==> src/rtl/uart_pkg.sv <==
// Shared definitions for the UART transmit path: FSM states, parity modes and defaults.
package uart_pkg;

    localparam int DEFAULT_DATA_BITS = 8;

    localparam int PAR_NONE = 0;
    localparam int PAR_EVEN = 1;
    localparam int PAR_ODD  = 2;

    typedef enum logic [2:0] {
        ST_IDLE,
        ST_START,
        ST_DATA,
        ST_PARITY,
        ST_STOP
    } tx_state_t;

endpackage

==> src/rtl/uart_tx_fifo.sv <==
// Transmit buffer for uart_tx: power-of-two ring buffer with a count register
// that determines full/empty, so pointers can simply wrap.
module uart_tx_fifo #(
    parameter int WIDTH = 8,
    parameter int DEPTH = 4
) (
    input  logic             clk,
    input  logic             rst,
    input  logic             push,
    input  logic [WIDTH-1:0] push_data,
    input  logic             pop,
    output logic [WIDTH-1:0] pop_data,
    output logic             full,
    output logic             empty
);

    localparam int AW = $clog2(DEPTH);
    localparam logic [AW:0] DEPTH_CNT = (AW+1)'(DEPTH);

    logic [WIDTH-1:0] mem [DEPTH];
    logic [AW-1:0]    wr_ptr;
    logic [AW-1:0]    rd_ptr;
    logic [AW:0]      count;
    logic             do_push;
    logic             do_pop;

    assign full     = (count == DEPTH_CNT);
    assign empty    = (count == '0);
    assign do_push  = push && !full;
    assign do_pop   = pop && !empty;
    assign pop_data = mem[rd_ptr];

    // Storage carries no reset; only the bookkeeping below is cleared.
    always_ff @(posedge clk) begin
        if (do_push) begin
            mem[wr_ptr] <= push_data;
        end
    end

    always_ff @(posedge clk or posedge rst) begin
        if (rst) begin
            wr_ptr <= '0;
            rd_ptr <= '0;
            count  <= '0;
        end else begin
            if (do_push) begin
                wr_ptr <= wr_ptr + AW'(1);
            end
            if (do_pop) begin
                rd_ptr <= rd_ptr + AW'(1);
            end
            if (do_push && !do_pop) begin
                count <= count + (AW+1)'(1);
            end else if (do_pop && !do_push) begin
                count <= count - (AW+1)'(1);
            end
        end
    end

endmodule

==> src/rtl/uart_tx.sv <==
// UART transmitter: buffered bytes are framed as start, LSB-first data, optional
// parity and stop bits, advancing one bit per baud_tick.
module uart_tx
    import uart_pkg::*;
#(
    parameter int DATA_BITS  = DEFAULT_DATA_BITS,
    parameter int PARITY     = PAR_NONE,
    parameter int STOP_BITS  = 1,
    parameter int FIFO_DEPTH = 4
) (
    input  logic                 clk,
    input  logic                 rst,
    input  logic                 baud_tick,
    input  logic [DATA_BITS-1:0] in_data,
    input  logic                 in_valid,
    output logic                 in_ready,
    output logic                 tx,
    output logic                 busy
);

    localparam int CW = $clog2(DATA_BITS);
    localparam logic [CW-1:0] LAST_BIT  = CW'(DATA_BITS - 1);
    localparam logic          LAST_STOP = 1'(STOP_BITS - 1);

    tx_state_t            state;
    tx_state_t            state_nxt;
    logic [DATA_BITS-1:0] shift;
    logic [DATA_BITS-1:0] shift_nxt;
    logic [CW-1:0]        bit_cnt;
    logic [CW-1:0]        bit_cnt_nxt;
    logic                 stop_cnt;
    logic                 stop_cnt_nxt;
    logic                 par_bit;
    logic                 par_nxt;
    logic                 tx_nxt;
    logic                 fifo_pop;
    logic                 fifo_full;
    logic                 fifo_empty;
    logic [DATA_BITS-1:0] fifo_data;

    assign in_ready = !fifo_full;

    uart_tx_fifo #(
        .WIDTH (DATA_BITS),
        .DEPTH (FIFO_DEPTH)
    ) u_fifo (
        .clk       (clk),
        .rst       (rst),
        .push      (in_valid && in_ready),
        .push_data (in_data),
        .pop       (fifo_pop),
        .pop_data  (fifo_data),
        .full      (fifo_full),
        .empty     (fifo_empty)
    );

    always_ff @(posedge clk or posedge rst) begin
        if (rst) begin
            state    <= ST_IDLE;
            tx       <= 1'b1;
            busy     <= 1'b0;
            shift    <= '0;
            bit_cnt  <= '0;
            stop_cnt <= 1'b0;
            par_bit  <= 1'b0;
        end else begin
            state    <= state_nxt;
            tx       <= tx_nxt;
            busy     <= (state != ST_IDLE) || !fifo_empty;
            shift    <= shift_nxt;
            bit_cnt  <= bit_cnt_nxt;
            stop_cnt <= stop_cnt_nxt;
            par_bit  <= par_nxt;
        end
    end

    always_comb begin
        state_nxt    = state;
        tx_nxt       = tx;
        shift_nxt    = shift;
        bit_cnt_nxt  = bit_cnt;
        stop_cnt_nxt = stop_cnt;
        par_nxt      = par_bit;
        fifo_pop     = 1'b0;

        if (baud_tick) begin
            case (state)
                ST_IDLE: begin
                    fifo_pop = !fifo_empty;
                end
                ST_START: begin
                    tx_nxt      = shift[0];
                    bit_cnt_nxt = '0;
                    state_nxt   = ST_DATA;
                end
                ST_DATA: begin
                    if (bit_cnt == LAST_BIT) begin
                        stop_cnt_nxt = 1'b0;
                        if (PARITY != PAR_NONE) begin
                            tx_nxt    = par_bit;
                            state_nxt = ST_PARITY;
                        end else begin
                            tx_nxt    = 1'b1;
                            state_nxt = ST_STOP;
                        end
                    end else begin
                        shift_nxt   = shift >> 1;
                        tx_nxt      = shift[1];
                        bit_cnt_nxt = bit_cnt + CW'(1);
                    end
                end
                ST_PARITY: begin
                    tx_nxt       = 1'b1;
                    stop_cnt_nxt = 1'b0;
                    state_nxt    = ST_STOP;
                end
                ST_STOP: begin
                    if (stop_cnt == LAST_STOP) begin
                        fifo_pop  = !fifo_empty;
                        state_nxt = ST_IDLE;
                    end else begin
                        stop_cnt_nxt = 1'b1;
                    end
                end
                default: begin
                    tx_nxt    = 1'b1;
                    state_nxt = ST_IDLE;
                end
            endcase
        end

        // A pop always launches the next frame, whether from IDLE or straight out of STOP.
        if (fifo_pop) begin
            shift_nxt = fifo_data;
            par_nxt   = (^fifo_data) ^ (PARITY == PAR_ODD);
            tx_nxt    = 1'b0;
            state_nxt = ST_START;
        end
    end

endmodule

==> config.mk <==
export PLATFORM = sky130hd
export DESIGN_NAME = uart_tx
export DESIGN_NICKNAME = d
export VERILOG_FILES = /design/src/rtl/uart_pkg.sv /design/src/rtl/uart_tx_fifo.sv /design/src/rtl/uart_tx.sv
export SDC_FILE = /design/constraint.sdc
export NUM_CORES = 1
export LEC_CHECK = 0
export ABC_CLOCK_PERIOD_IN_PS = 3900
export CAP_MARGIN = 10
export CORE_ASPECT_RATIO = 0.6
export CORE_MARGIN = 10
export CORE_UTILIZATION = 40
export CTS_CLUSTER_DIAMETER = 30
export DETAILED_ROUTE_END_ITERATION = 10
export REMOVE_ABC_BUFFERS = 1
export SETUP_SLACK_MARGIN = 0.3
export SYNTH_ARGS = -nofsm -noshare
export SYNTH_HDL_FRONTEND = slang
export SYNTH_HIERARCHICAL = 1
export SYNTH_SLANG_ARGS = --single-unit
==> constraint.sdc <==
create_clock -name clk -period 3.9 [get_ports clk]
set_input_delay 0.78 -clock clk [delete_from_list [all_inputs] [get_ports clk]]
set_output_delay 0.78 -clock clk [all_outputs]
set_load 0.03 [all_outputs]
# Word level (Yosys, flattened, before mapping)
# Memory sizes are Yosys's and may differ from the RTL's.
# Index checks and enable logic that the tools add are counted.
totals:
  register_bits: 24
  latchBits: 0
  mem_bits_rw: 32
  mem_bits_ro: 0
  input_bits: 12
  out_inout_bits: 3
  wordCells: 77
  memories: 1
memory_table:
  columns: ["memory", "depth", "word_bits", "rd", "rd_ports_with_merged_regs", "write_ports", "line_no", "source"]
  rows:
  - ["u_fifo.mem", 4, 8, 1, 0, 1, "uart_tx_fifo.sv:20", "logic [WIDTH-1:0] mem [DEPTH];"]
classes:
  n_addsub: 5
  mul: 0
  div_mod_pow: 0
  order_cmp: 0
  eq_ne: 13
  shifts: 0
  muxes: 25
  bitwise_logic: 0
  n_reduce_logical: 24
op_table:
  columns: ["op", "n"]
  rows:
  - ["8-bit 2-to-1 mux", 4]
  - ["3-bit 2-to-1 mux", 7]
  - ["3-bit case mux with 5 select lines", 1]
  - ["3-bit == test (second input constant)", 3]
  - ["1-bit 2-to-1 mux", 9]
  - ["3-bit AND reduction", 3]
  - ["2-bit nonzero test", 4]
  - ["3-bit by 1-bit adder with 3-bit output (second input constant)", 2]
  - ["3-bit by 2-bit == test with 1-bit output (second input constant)", 2]
  - ["3-bit zero test", 2]
  - ["2-bit by 1-bit inequality test with 1-bit output (second input constant)", 3]
  - ["3-bit by 2-bit inequality test with 1-bit output (second input constant)", 2]
  - ["1-bit case mux with 3 select lines", 2]
  - ["3-bit case mux with 2 select lines", 1]
  - ["3-bit nonzero test", 2]
  - ["1-bit logical AND", 5]
  - ["2-bit by 1-bit adder with 2-bit output (second input constant)", 2]
  - ["1-bit zero test", 4]
  - ["2-bit inequality test (second input constant)", 2]
  - ["4-bit AND reduction", 1]
  - ["3-bit by 1-bit == test with 1-bit output (second input constant)", 1]
  - ["3-bit by 1-bit subtractor with 3-bit output (second input constant)", 1]
  - ["1-bit case mux with 2 select lines", 1]
  - ["2-bit AND reduction", 1]
  - ["2 further kinds", 2]

# Depth between registers and ports, before layout
# Gate-level depths: netlist of run 1.
depth:
  word_depth: 9
  depth_mapped: 11
  ltp_nobuf: 10

# Cells and area by module
# The synthesis of run 1 kept the hierarchy.
modules_own_cells:
  columns: ["mod", "instances", "cells_per_inst", "area_per_inst_um2", "seq_area_each_um2"]
  rows:
  - ["uart_tx_fifo", 1, 78, 1592.8, 1136.1]
  - ["uart_tx", 1, 80, 820.8, 401.6]

# Least setup slack after synthesis of run 1
# Ideal clock, no wire load.
synth_path:
  path_kind: "input to register"
  startpoint: "input baud_tick"
  endpoint: "register u_fifo.count[1]"
  setup_time_ns: 0.125
  arrival_time_ns: 2.425
  required_ns: 3.775
  path_slack_ns: 1.350
  cell_stages: 8
  path_buffers: 1
  path_cell_list: "or4b_1 buf_4 clkinv_8 nand2b_1 ha_1 inv_1 fa_1 mux2_2"
synth_between:
  elab_chain_cells: 5
  word_cells_on_any_way: 7
  cone_classes: "mux: 2; reduce/logical: 5"
synth_rtl:
  columns: ["element", "line_no", "source"]
  rows:
  - ["start: declaration", "uart_tx.sv:13", "input logic baud_tick,"]
  - ["1-bit 2-to-1 mux *", "uart_tx.sv:86", "if (baud_tick) begin"]
  - ["net fifo_pop", "uart_tx.sv:36", "logic fifo_pop;"]
  - ["1-bit logical AND *", "uart_tx_fifo.sv:30", "assign do_pop = pop && !empty;"]
  - ["1-bit zero test", "uart_tx_fifo.sv:52", "if (do_push && !do_pop) begin"]
  - ["1-bit logical AND", "uart_tx_fifo.sv:52", null]
  - ["3-bit 2-to-1 mux or 2-bit nonzero test (tied branches)", null, null]
  - ["end signal: assignment", "uart_tx_fifo.sv:53", "count <= count + (AW+1)'(1);"]
  - ["end signal: assignment", "uart_tx_fifo.sv:55", "count <= count - (AW+1)'(1);"]
  - ["end: declaration", "uart_tx_fifo.sv:23", "logic [AW:0] count;"]
# The timed path passes the listed nets; every way through them passes the cells marked *.
# A chain may end at the register's enable or synchronous reset.

# Worst setup path after layout of run 1
# Same ends and word-level chain as after synthesis.

==> qor.txt, run 1 <==
status - completed
Cells after Synth - 158
Reg2Reg Setup Slack - 0.98 ns
detailed-route via count - 1305
Core Region - 0.00570 sq mm
top-level I/O count - 15
Worst Setup Start Kind - input pin
Slew HR - 58.0%
Async S/R FF share, synth - 41.8%
worst min path class - reg2reg
via-per-instance ratio - 5.14
Pwr per Cell Area - 751 mW/mm^2
Max clock buf depth - 2
leakage power - 1.01 nW
routability cong. - 0.791
Die X - 120 um
min Tclk post-route - 3.07 ns
post-CTS sizing - 0
die area - 0.00964 sq mm
layout cell share with drive strength beyond 1 - 18.4%
Initial Util - 42.3%
Clock Latency Late Sink - 0.31 ns
GRT Total Usage - 9.34%
DRC Markers - 0
cell taking the most area after synthesis - edfxtp_1
Max FO, Critical Path - 11
EDFF count, synth - 32
filler cell count - 501
number of synthesized register bits - 55
Setup Skew - 0.00854 ns
CP Data Required Time - 4.10 ns
per-cell routed wire length - 16.6 um
sequential share of the synthesized area - 63.7%
Final Setup Violations - 0
Top FF cell, synth - edfxtp_1
initial antenna violation count - 0
Antenna Violating Nets Remaining - 0
Distinct cells, synth - 38
post-synth top area share - 39.8%
Worst-path clk slew - 0.10 ns
final instance area - 0.00273 sq mm
Slew @ Worst Pin - 0.629 ns
ANT cells - 0
Crit Path Class - in2reg
Final period util - 78.7%
Final TNS setup - 0 ns
CTS hold repair buffers - 0
synthesis warning total - 6
die span in y - 80.2 um
Synth area leaders - edfxtp_1, dfrtp_1, mux4_2
Final #Nets - 193
H-tree depth - 2
row count - 21
Setup WS pre-CTS - 0.513 ns
Area growth, synth to finish - 13.1%
final worst setup slack - 0.830 ns
Slew Viols, Final - 0
first-pass GRT wire length - 7150 um
post-DP HPWL - 3010 um
drt first-iter violations - 124
mean area per synthesized cell - 15.3 sq um
root buf cell - clkbuf_8
RSZ-0062 raised after global routing - false
grt ovf - 0
Post-DP Area - 0.00262 sq mm
Hold Slack - 0.496 ns
final core occ - 47.9%
largest net degree at the start of global routing - 18
final hold vios - 0
CTS Buf Count - 5
Setup crit end kind - register
fmax - 326 MHz
number of global-route vias before repair - 1362
number of setup buffers added after CTS - 0
maximum vdd drop - 240 uV
IO Port Bufs - 14
CTS sink count - 55
max_cap viols - 0
critical path data arrival time - 3.27 ns
final WL - 4230 um
CTS tree - yes
synth cell count leaders - edfxtp_1, dfrtp_1, nor2_1
Syn Std Cell Area - 0.00241 sq mm
most numerous cell in the Yosys netlist - edfxtp_1
Pre-antenna DRT Iters - 4
-- worst max-delay path, stage by stage --
cell and delay [ns]:
clkdlybuf4s50_1 0.56, or4b_1 0.72, clkinv_8 0.15, nand2b_1 0.10, ha_1 0.21, inv_1 0.08
fa_1 0.41, mux2_2 0.26
-- report_power, final --
part | leakage, nW | internal [W] | switching, W
Combinational | 0.397 | 0.000353 | 0.000357
Clock | 0.0514 | 0.000192 | 0.000181
Sequential | 0.565 | 0.000813 | 0.000153
Total | 1.01 | 0.00136 | 0.000692
-- flip-flops by register name, indices dropped and copies added (netlist names) --
signal,cells
shift,8
u_fifo/rd_ptr,2
u_fifo/count,3
u_fifo/wr_ptr,2
state,3
bit_cnt,3
busy,1
tx,1
u_fifo/mem,32
-- worst paths after layout --
kind / startpoint / end / depth (start not counted)
worst max-delay path: baud_tick / u_fifo/count[1]$_DFFE_PP0P_ / 8
max in group asynchronous: rst / bit_cnt[1]$_DFFE_PP0P_ / 2
worst max register to register: u_fifo/count[0]$_DFFE_PP0P_ / u_fifo/count[2]$_DFFE_PP0P_ / 10
min in group asynchronous: rst / u_fifo/count[0]$_DFFE_PP0P_ / 2
worst min register to register: u_fifo/count[2]$_DFFE_PP0P_ / u_fifo/count[2]$_DFFE_PP0P_ / 1
worst min-delay path: u_fifo/count[2]$_DFFE_PP0P_ / u_fifo/count[2]$_DFFE_PP0P_ / 1
-- stage by stage --
stage	power [W]	instances
floorplan	0.00149	152
global placement	0.00167	246
detailed placement	0.00170	246
CTS	0.00207	254
global route	0.00220	254
finish	0.00205	254
-- cells by family after synthesis --
| kind of cell | synth area share (%) |
|---|---|
| AO/OA/AOI/OAI | 8.40 |
| multiplexers | 9.02 |
| adder cells (fa/ha/maj) | 4.46 |
| AND/OR/NAND/NOR | 9.02 |
| buffers and inverters | 3.21 |
| XOR/XNOR | 2.18 |
| flip-flops | 63.7 |
-- per-layer routing --
layer  part of all wire (%)  wire length (um)  track usage (%)  vias to the layer above
met3                    4.3               183             2.58                        5
met4                    1.1                45             3.24                        0
met5                      0                 0                0                        -
li1                       -                 -                -                      617
met1                     52              2190             13.3                      658
met2                     43              1810             13.2                       25
-- cells in the final DEF, fill, tap and decap left out, drive strengths merged --
cell / netlist / layout
clkdlybuf4s50: 0 / 14
o21ai: 11 / 11
fa: 1 / 1
a21oi: 6 / 6
nand2b: 1 / 1
nor2: 9 / 9
or4b: 2 / 2
a21o: 1 / 1
clkbuf: 3 / 6
nor3b: 2 / 2
or2: 1 / 1
edfxtp: 32 / 32
nand2: 3 / 3
clkinv: 1 / 1
and2: 4 / 4
nand3b: 3 / 3
inv: 7 / 7
and3: 1 / 1
dfstp: 1 / 1
xnor2: 4 / 4
a22o: 4 / 4
clkinvlp: 0 / 1
ha: 7 / 7
a31oi: 6 / 6
a211oi: 1 / 1
nor2b: 4 / 4
o211ai: 1 / 1
dfrtp: 22 / 22
and3b: 2 / 2
mux4: 8 / 8
nor3: 2 / 2
xor2: 2 / 2
bufinv: 0 / 1
mux2: 3 / 3
-- area by class of cell --
type / instances / area [sq um] / area share (%)
inverter: 8 / 42.5 / 1.56
clock buffer: 6 / 72.6 / 2.66
timing repair buffer: 14 / 140 / 5.14
multi-input combinational: 89 / 798 / 29.3
sequential: 55 / 1540 / 56.4
tap: 80 / 100 / 3.67
clock inverter: 2 / 37.5 / 1.38
Note: power is estimated with default switching activity, not from simulation.
==> inputs of run 2 (changes only) <==
--- a/config.mk
+++ b/config.mk
@@ -5,7 +5,7 @@
 export SDC_FILE = /design/constraint.sdc
 export NUM_CORES = 1
 export LEC_CHECK = 0
-export ABC_CLOCK_PERIOD_IN_PS = 3900
+export ABC_CLOCK_PERIOD_IN_PS = 2570
 export CAP_MARGIN = 10
 export CORE_ASPECT_RATIO = 0.6
 export CORE_MARGIN = 10
==> constraint.sdc (replaced) <==
create_clock -name clk -period 2.57 [get_ports clk]
set_input_delay 0.514 -clock clk [delete_from_list [all_inputs] [get_ports clk]]
set_output_delay 0.514 -clock clk [all_outputs]
set_load 0.03 [all_outputs]
==> run 2 against run 1 <==
  * Final cell count up 4.3%
  * Routed wire length up 1.5%
  * Hold slack worse by 0.0086 ns
  * Die area unchanged
  * Sequential cell count unchanged
  * Via count up 3.1%
  * Combinational power up 69%
  * Sequential power up 51%
  * Largest power group unchanged
==> qor.txt, run 2 (synthesized netlist as in run 1, its figures left out) <==
Initial Util - 42.3% (unchanged)
via-per-instance ratio - 5.08 (-1.1%)
largest net degree at the start of global routing - 18 (unchanged)
final hold vios - 0 (unchanged)
min Tclk post-route - 2.21 ns
CTS sink count - 55 (unchanged)
initial antenna violation count - 0 (unchanged)
Crit Path Class - reg2reg
Core Region - 0.00570 sq mm (unchanged)
Clk pwr share - 14.9% (-3.3 points)
CTS Buf Count - 5 (unchanged)
NetSw - 0.00108 W (+56%)
Final TNS setup - 0 ns (unchanged)
Worst Setup Start Kind - register
Slew Viols, Final - 0 (unchanged)
Final period util - 86.0%
switching share of power - 34.5% (+0.77 points)
flip-flop count of the largest register after layout - 32 (unchanged)
CP Data Required Time - 2.76 ns (-1.34 ns)
P_int - 0.00205 W (+51%)
Final Setup Violations - 0 (unchanged)
Largest stage delay, worst path - 0.60 ns (-0.12 ns)
GRT Total Usage - 9.37% (+0.030 points)
Setup WS pre-CTS - -0.212 ns (-0.724 ns)
leading cell type in the layout, fill and taps excluded - edfxtp_1
grt ovf - 0 (unchanged)
final WL - 4290 um (+1.5%)
Gate power share - 38.4% (+3.7 points)
Worst-path clk slew - 0.09 ns (about the same)
Clock Latency Late Sink - 0.30 ns (about the same)
die area - 0.00964 sq mm (unchanged)
status - completed
reg2reg start - state[1]$_DFFE_PP0P_
worst-path cell chain - or4b_4 -> clkinv_8 -> nand2b_1 -> ha_2 -> inv_1 -> fa_1 -> mux2_2
critical path data arrival time - 2.40 ns (-0.87 ns)
Hold Slack - 0.488 ns (-0.00857 ns)
DRC Markers - 0 (unchanged)
Overall Power - 0.00313 W (+53%)
CP max stage cell - or4b_4
number of global-route vias before repair - 1427 (+4.8%)
max_cap viols - 0 (unchanged)
Die X - 120 um (unchanged)
Max FO, Critical Path - 8 (-3)
Pwr per Cell Area - 1120 mW/mm^2 (+49%)
per-cell routed wire length - 16.2 um (-2.7%)
Max clock buf depth - 2 (unchanged)
first-pass GRT wire length - 7210 um (+0.87%)
Antenna Violating Nets Remaining - 0 (unchanged)
Slew HR - 58.4% (+0.40 points)
top-level I/O count - 15 (unchanged)
Slew @ Worst Pin - 0.623 ns (-0.00601 ns)
leakage power - 1.06 nW (+4.2%)
most frequent cells in the layout - edfxtp_1, dfrtp_1, clkdlybuf4s50_1
post-DP HPWL - 3130 um (+4.1%)
drt first-iter violations - 84 (-32%)
ANT cells - 0 (unchanged)
layout cell share with drive strength beyond 1 - 25.9% (+7.6 points)
final worst setup slack - 0.359 ns (-0.470 ns)
Seq pwr share - 46.7% (-0.4 points)
routability cong. - 0.773 (-2.3%)
Most flops, register - u_fifo/mem
Top Registers - u_fifo/mem x32, shift x8
CTS tree - yes
IO Port Bufs - 14 (unchanged)
filler cell count - 508 (+1.4%)
Area growth, synth to finish - 16.0%
fmax - 452 MHz
Setup Skew - 0.00618 ns (-0.00236 ns)
row count - 21 (unchanged)
Setup crit end kind - register
die span in y - 80.2 um (unchanged)
maximum vdd drop - 279 uV (+16%)
root buf cell - clkbuf_8
Reg2Reg Setup Slack - 0.36 ns (-0.62 ns)
reg2reg path depth - 7 (-3)
worst min path class - in2async
Pre-antenna DRT Iters - 4 (unchanged)
H-tree depth - 2 (unchanged)
RSZ-0062 raised after global routing - true
Worst R2R End - u_fifo/count[1]$_DFFE_PP0P_
detailed-route via count - 1346 (+3.1%)
Final #Nets - 204 (+5.7%)
run 2: final cells by class:
cell class | count | area (sq um) | share of cell area, %
Timing Repair Buffer | 25 | 220 | 7.86
Clock buffer | 5 | 68.8 | 2.46
Sequential cell | 55 | 1540 | 55.0
Clock inverter | 3 | 20.0 | 0.715
Tap cell | 80 | 100 | 3.57
Multi-Input combinational cell | 89 | 810 | 28.9
Inverter | 8 | 42.5 | 1.52
run 2: routing by layer:
| layer | vias up | track usage (%) | part of all wire, % | wire length [um] |
|---|---|---|---|---|
| met5 | - | 0 | 0 | 0 |
| met4 | 0 | 1.80 | 0.63 | 27 |
| met3 | 4 | 3.07 | 3.2 | 138 |
| met2 | 16 | 15.2 | 46 | 1970 |
| met1 | 692 | 12.1 | 50 | 2160 |
| li1 | 634 | - | - | - |
run 2: worst max-delay path, delay by kind of cell (launching register included):
kind,cells,cell delay (ns)
muxes,1,0.27
DFF,1,0.46
and+or+nand+nor,2,0.67
adders and majority gates,2,0.58
buffers and inverters,2,0.12
run 2: repair_timing:
item | CTS | global route
hold buffers | 0 | 0
pin swaps | 0 | 0
setup endpoints to repair | 3 | 2
buffers inserted | 1 | 1
gates resized for setup | 4 | 2
run 2: power groups by stage:
stage / clock network [W] / logic (W) / registers, W
final: 0.000465 / 0.00120 / 0.00146
after global routing: 0.000511 / 0.00133 / 0.00150
after CTS: 0.000481 / 0.00121 / 0.00146
after detailed placement: 0 / 0.00119 / 0.00148
after global placement: 0 / 0.00115 / 0.00145
after floorplan: 0 / 0.000823 / 0.00144
run 2: worst max path at each step:
stage,startpoint,end,cells past startpoint
5_1_grt,state[1]$_DFFE_PP0P_,u_fifo/count[1]$_DFFE_PP0P_,7
3_5_place_dp,baud_tick,u_fifo/count[1]$_DFFE_PP0P_,8
2_1_floorplan,u_fifo/count[0]$_DFFE_PP0P_,u_fifo/count[1]$_DFFE_PP0P_,8
6_report,state[1]$_DFFE_PP0P_,u_fifo/count[1]$_DFFE_PP0P_,7
3_3_place_gp,baud_tick,u_fifo/count[1]$_DFFE_PP0P_,8
4_1_cts,state[1]$_DFFE_PP0P_,u_fifo/count[1]$_DFFE_PP0P_,7
run 2: per-stage QoR:
step	utilization (%)	area, sq um	cells
2_1_floorplan	-	2380	152
3_3_place_gp	47.1	2690	255
3_5_place_dp	47.1	2690	255
4_1_cts	48.9	2790	264
5_1_grt	49.1	2800	265
6_report	49.1	2800	265
==> variant 1: new RTL, settings of run 2 <==
The 5 states of `tx_state_t` get a one-hot encoding in 5 bits.
--- a/src/rtl/uart_pkg.sv
+++ b/src/rtl/uart_pkg.sv
@@ -9,8 +9,8 @@
 
-    typedef enum logic [2:0] {
-        ST_IDLE,
-        ST_START,
-        ST_DATA,
-        ST_PARITY,
-        ST_STOP
+    typedef enum logic [4:0] {
+        ST_IDLE   = 5'b00001,
+        ST_START  = 5'b00010,
+        ST_DATA   = 5'b00100,
+        ST_PARITY = 5'b01000,
+        ST_STOP   = 5'b10000
     } tx_state_t;
Function: no difference found for any inputs over 10 cycles, from zero or initial values and one cycle with rst high; not proved beyond that.
==> variant 1 against run 2 <==
- first-iteration DRC count grew 85%
- total power is 4.0% higher
- sequential cell count increased by 1
- clock skew up 0.00057 ns
- area after synthesis grew 6.3%
- final area up 6.0%
- wire length grew 16%
- worst setup slack better by 0.037 ns
- final cell count increased by 8.7%
- largest cell class unchanged
- highest routed layer unchanged
==> variant 1: results (changes against run 2) <==
largest net degree at the start of global routing 20 (+2); number of cells in the design after placement 278 (+9.0%); estimated wirelength of the detail-placed design 3.586 mm (+15%); detailed router's first-iteration violation count 155 (+85%); Yosys warning count 6 (unchanged); number of enable flip-flop cells after synthesis 32 (unchanged); routability-driven placement congestion ratio 0.7772 (+0.57%); number of input and output port buffers inserted 14 (unchanged); number of buffers added by the clock tree synthesis step 5 (unchanged); met3 usage in global routing 2.945% (-0.13 points); total count of hold-check failures in the final report 0 (unchanged); setup slack on the worst flop-to-flop path 0.41 ns (+0.05 ns); met2 Use GR 17.11% (+2.0 points); clock-pin transition on the worst setup and hold timing paths about 0.10 ns; antenna violations before repair 0 (unchanged); hold-fix buffers at CTS 0 (unchanged); run status complete, no violations; count of cell types in the netlist 45 (+18%); Worst Clk Skew 0.006754 ns (+0.0005718 ns); first-pass iteration count of the detailed router 4 (unchanged); DP Area 0.002826 mm^2 (+5.2%); diode insertion count for antenna repair 0 (unchanged); number of sinks handled by clock tree synthesis 56 (+1.8%); number of filler instances in the final layout 550 (+8.3%); maximum clock path buffer count 2 (unchanged); sequential area share after synthesis 60.95% (-2.8 points); commonest cells in the netlist edfxtp_1, dfrtp_1, inv_1, o21ai_0, nor3_1; leakage power of the design 1.090 nW (+3.3%); H-Tree Level Count 2 (unchanged); cell chosen for the clock root clkbuf_8; via count of the first global-routing pass 1,670 (+17%); Hold WC Path Type input port to async pin; wire length of the first global-routing pass 8.300 mm (+15%); largest registers ranked by flip-flop count u_fifo/mem x32, shift x8, state x4; Post-Layout Cell Count 288 (+8.7%); Async S/R FF share, synth 42.86% (+1.0 points); gr usage total 10.40% (+1.0 points); Area contributors post-synth edfxtp_1, dfrtp_1, mux4_2; share of post-route cells with drive strength above 1 23.53% (-2.4 points); insertion delay to the later sink of the worst-skew pair ~0.31 ns; critical path peak fanout 3 (-5); grt met1 use 13.30% (+1.2 points); Critical Path AT 1.66 ns (-0.74 ns); average via count per standard cell 5.361 (+5.5%); Routed Wire Length 4.965 mm (+16%); nets@finish 223 (+9.3%); maximum VDD drop 0.3836 mV (+37%); worst-case hold slack 0.4580 ns (-0.02952 ns); transition time at the pin with the least slew margin 0.7004 ns (+0.07694 ns); mean post-synth cell area 14.18 um^2 (-7.2%)
[variant 1: changes by cell type after synthesis, sizes merged, moves of 2 or more]
cell	before	now
nor2	9	5
a22o	4	2
nand2	3	1
a21oi	6	2
inv	7	10
a31oi	6	8
nor3	2	9
nor4b	0	3
and3b	2	0
or3b	0	2
nand3b	3	1
a32o	0	2
nand3	0	8
buf	3	9
[variant 1: logic make-up (layout without fill, tap and decap cells)]
group | after synthesis | after routing | synth area share, %
flip-flops | 56 | 56 | 60.95
AND/OR/NAND/NOR | 47 | 47 | 12.38
AO/OA/AOI/OAI | 29 | 29 | 7.168
buffers and inverters | 22 | 45 | 4.096
multiplexers | 11 | 11 | 8.483
adder cells (fa/ha/maj) | 8 | 8 | 4.193
XOR/XNOR | 8 | 8 | 2.730
[variant 1: worst paths after layout]
kind,startpoint,endpoint,cells past startpoint
worst max-delay path,u_fifo/count[0],in_ready,3
worst min-delay path,rst,u_fifo/count[2],2
worst max register to register,state[1],u_fifo/count[1],8
worst min register to register,tx,tx,2
max in group asynchronous,rst,shift[4],2
min in group clk,tx,tx,2
[variant 1: stage by stage]
stage          utilization [%]  worst slack (ns)  TNS [ns]
2_1_floorplan                -            0.1458         0
3_3_place_gp             45.84           0.05690         0
3_5_place_dp             45.84          -0.02878  -0.02878
4_1_cts                  47.59            0.3092         0
5_1_grt                  48.13            0.2940         0
6_report                 48.13            0.3967         0
[variant 1: layout make-up]
cell class              count  area share, %
clock buffers               5          2.319
clock inverters             3         0.8432
inverters                  10          1.265
multi-input cells         103          31.24
flip-flops and latches     56          52.78
well taps                  84          3.541
repair buffers             27          8.010
[variant 1: worst max-delay path, cell delays in order, from the launching register on]
cell and delay [ns]:
dfrtp_2 0.46, nor3b_4 0.24, inv_1 0.06, clkdlybuf4s50_1 0.59
[variant 1: per-layer routing]
layer	part of all wire [%]	vias to the layer above
met1	46	783
met2	47	41
met5	0	-
met3	6.7	2
li1	-	718
met4	0.48	0
[variant 1: report_power, final]
part | switching [mW] | internal [mW] | leakage, nW
clock network | 0.296 | 0.199 | 0.0452
registers | 0.273 | 1.25 | 0.574
logic | 0.593 | 0.637 | 0.472
total | 1.16 | 2.09 | 1.09
[variant 1: timing repair]
item                                    in CTS  in global routing
gates cloned                                 0                  0
gates resized for setup                      2                  6
setup buffers                                0                  2
endpoints found under the setup margin       2                  3
pin swaps                                    0                  1
==> variant 2: new RTL, config.mk and constraints of run 2 <==
Without the edit above. Set the package constant `DEFAULT_DATA_BITS` to 16 (it was 8).
--- a/src/rtl/uart_pkg.sv
+++ b/src/rtl/uart_pkg.sv
@@ -3,3 +3,3 @@
 
-    localparam int DEFAULT_DATA_BITS = 8;
+    localparam int DEFAULT_DATA_BITS = 16;
 
Ports: changed (resized in_data); port bits go from 15 to 23. The function was not compared with the original's and may differ.
==> variant 2 against run 2 <==
- clock power grew to 2.9 times the old value
- total power grew 80%
- area after synthesis rose by 75%
- combinational power is 59% higher
- sequential cell count rose by 41
- synthesized cell count increased by 70%
- sequential share of layout area down 0.16 points
- final area increased by 78%
- wire length grew 80%
- worst setup slack better by 0.043 ns
- die area increased by 58%
- largest power group unchanged
==> variant 2: results (changes against run 2) <==
Achievable Freq 0.4612 GHz (+2.0%); leakage power of the design 1.835 nW (+74%); depth of the worst register-to-register path 8 (+1); commonest cells in the netlist edfxtp_1, nand2_1, dfrtp_1; synthesized-area fraction occupied by adder cells 2.254% (-2.2 points); detailed router's first-iteration violation count 140 (+67%); estimated wirelength of the detail-placed design 4.771 mm (+52%); count of cell types in the netlist 49 (+29%); sequential area share after synthesis 64.56% (+0.85 points); maximum VDD drop 0.6109 mV (+120%); delay of the slowest cell on the worst path 0.51 ns (-0.09 ns); grt met1 use 14.42% (+2.3 points); met2 Use GR 14.57% (-0.58 points); via count of the first global-routing pass 2,323 (+63%); H-Tree Level Count 3 (+1); clock-pin transition on the worst setup and hold timing paths 0.06 ns (-0.03 ns); insertion delay to the later sink of the worst-skew pair 0.35 ns (+0.05 ns); DR WL/cell 17.49 um (+8.0%); mean post-synth cell area 15.74 um^2 (+3.1%); post-synthesis compound-gate area fraction 7.147% (-1.3 points); DR WL met3 415 um (+200%); Routed Wire Length 7.731 mm (+80%); routability-driven placement congestion ratio 0.7792 (+0.83%); post-synthesis share of cell area spent on xor and xnor gates 1.246% (-0.93 points); share of cell area taken by muxes after synthesis 10.14% (+1.1 points); met3 usage in global routing 4.000% (+0.93 points); average via count per standard cell 5.233 (+3.0%); run status complete, no violations; number of enable flip-flop cells after synthesis 64 (+100%); worst-case hold slack 0.4384 ns (-0.04915 ns); Yosys warning count 6 (unchanged); worst setup path start u_fifo/count[1]; number of cells in the design after placement 424 (+66%); Area contributors post-synth edfxtp_1, dfrtp_1, mux4_1; nets@finish 329 (+61%); critical path peak fanout 4 (-4); headroom to the max-slew limit 61.86% (+3.5 points); largest net degree at the start of global routing 30 (+12); DP Area 0.004644 mm^2 (+73%); post-place setup slack -0.09544 ns (+0.1161 ns); share of post-route cells with drive strength above 1 23.13% (-2.8 points); length of routed met2 wiring 3.222 mm (+64%); largest registers ranked by flip-flop count u_fifo/mem x64, shift x16, bit_cnt x4; number of buffers added by the clock tree synthesis step 9 (+4); Async S/R FF share, synth 33.33% (-8.5 points); wire length of the first global-routing pass 12.57 mm (+74%)
==> variant 2: cell count changes in the layout (fill, tap and decap cells not counted), sizes merged, moves of 9 or more <==
cell,before,now
o211ai,1,15
buf,11,20
edfxtp,32,64
nand2,3,34
nand4,0,16
dfrtp,22,31
==> variant 2: worst max-delay path: cells and delay by family (launching register included) <==
kind,cells,cell delay [ns]
flip-flops,1,0.44
multiplexers,1,0.27
AND/OR/NAND/NOR,3,0.65
buffers and inverters,2,0.11
adder cells (fa/ha/maj),2,0.60
==> variant 2: power by group <==
part / switching [mW] / leakage, nW / internal [mW] / total (mW)
registers: 0.272 / 0.975 / 2.13 / 2.40
clock network: 0.573 / 0.143 / 0.759 / 1.33
logic: 0.957 / 0.717 / 0.952 / 1.91
==> variant 2: layout make-up <==
class | instances | area (um^2)
sequential | 96 | 2726
inverter | 11 | 46.29
clock inverter | 6 | 68.82
timing repair buffer | 42 | 421.7
multi-input combinational | 142 | 1314
clock buffer | 10 | 229.0
fill | 842 | 5080
tap | 135 | 168.9
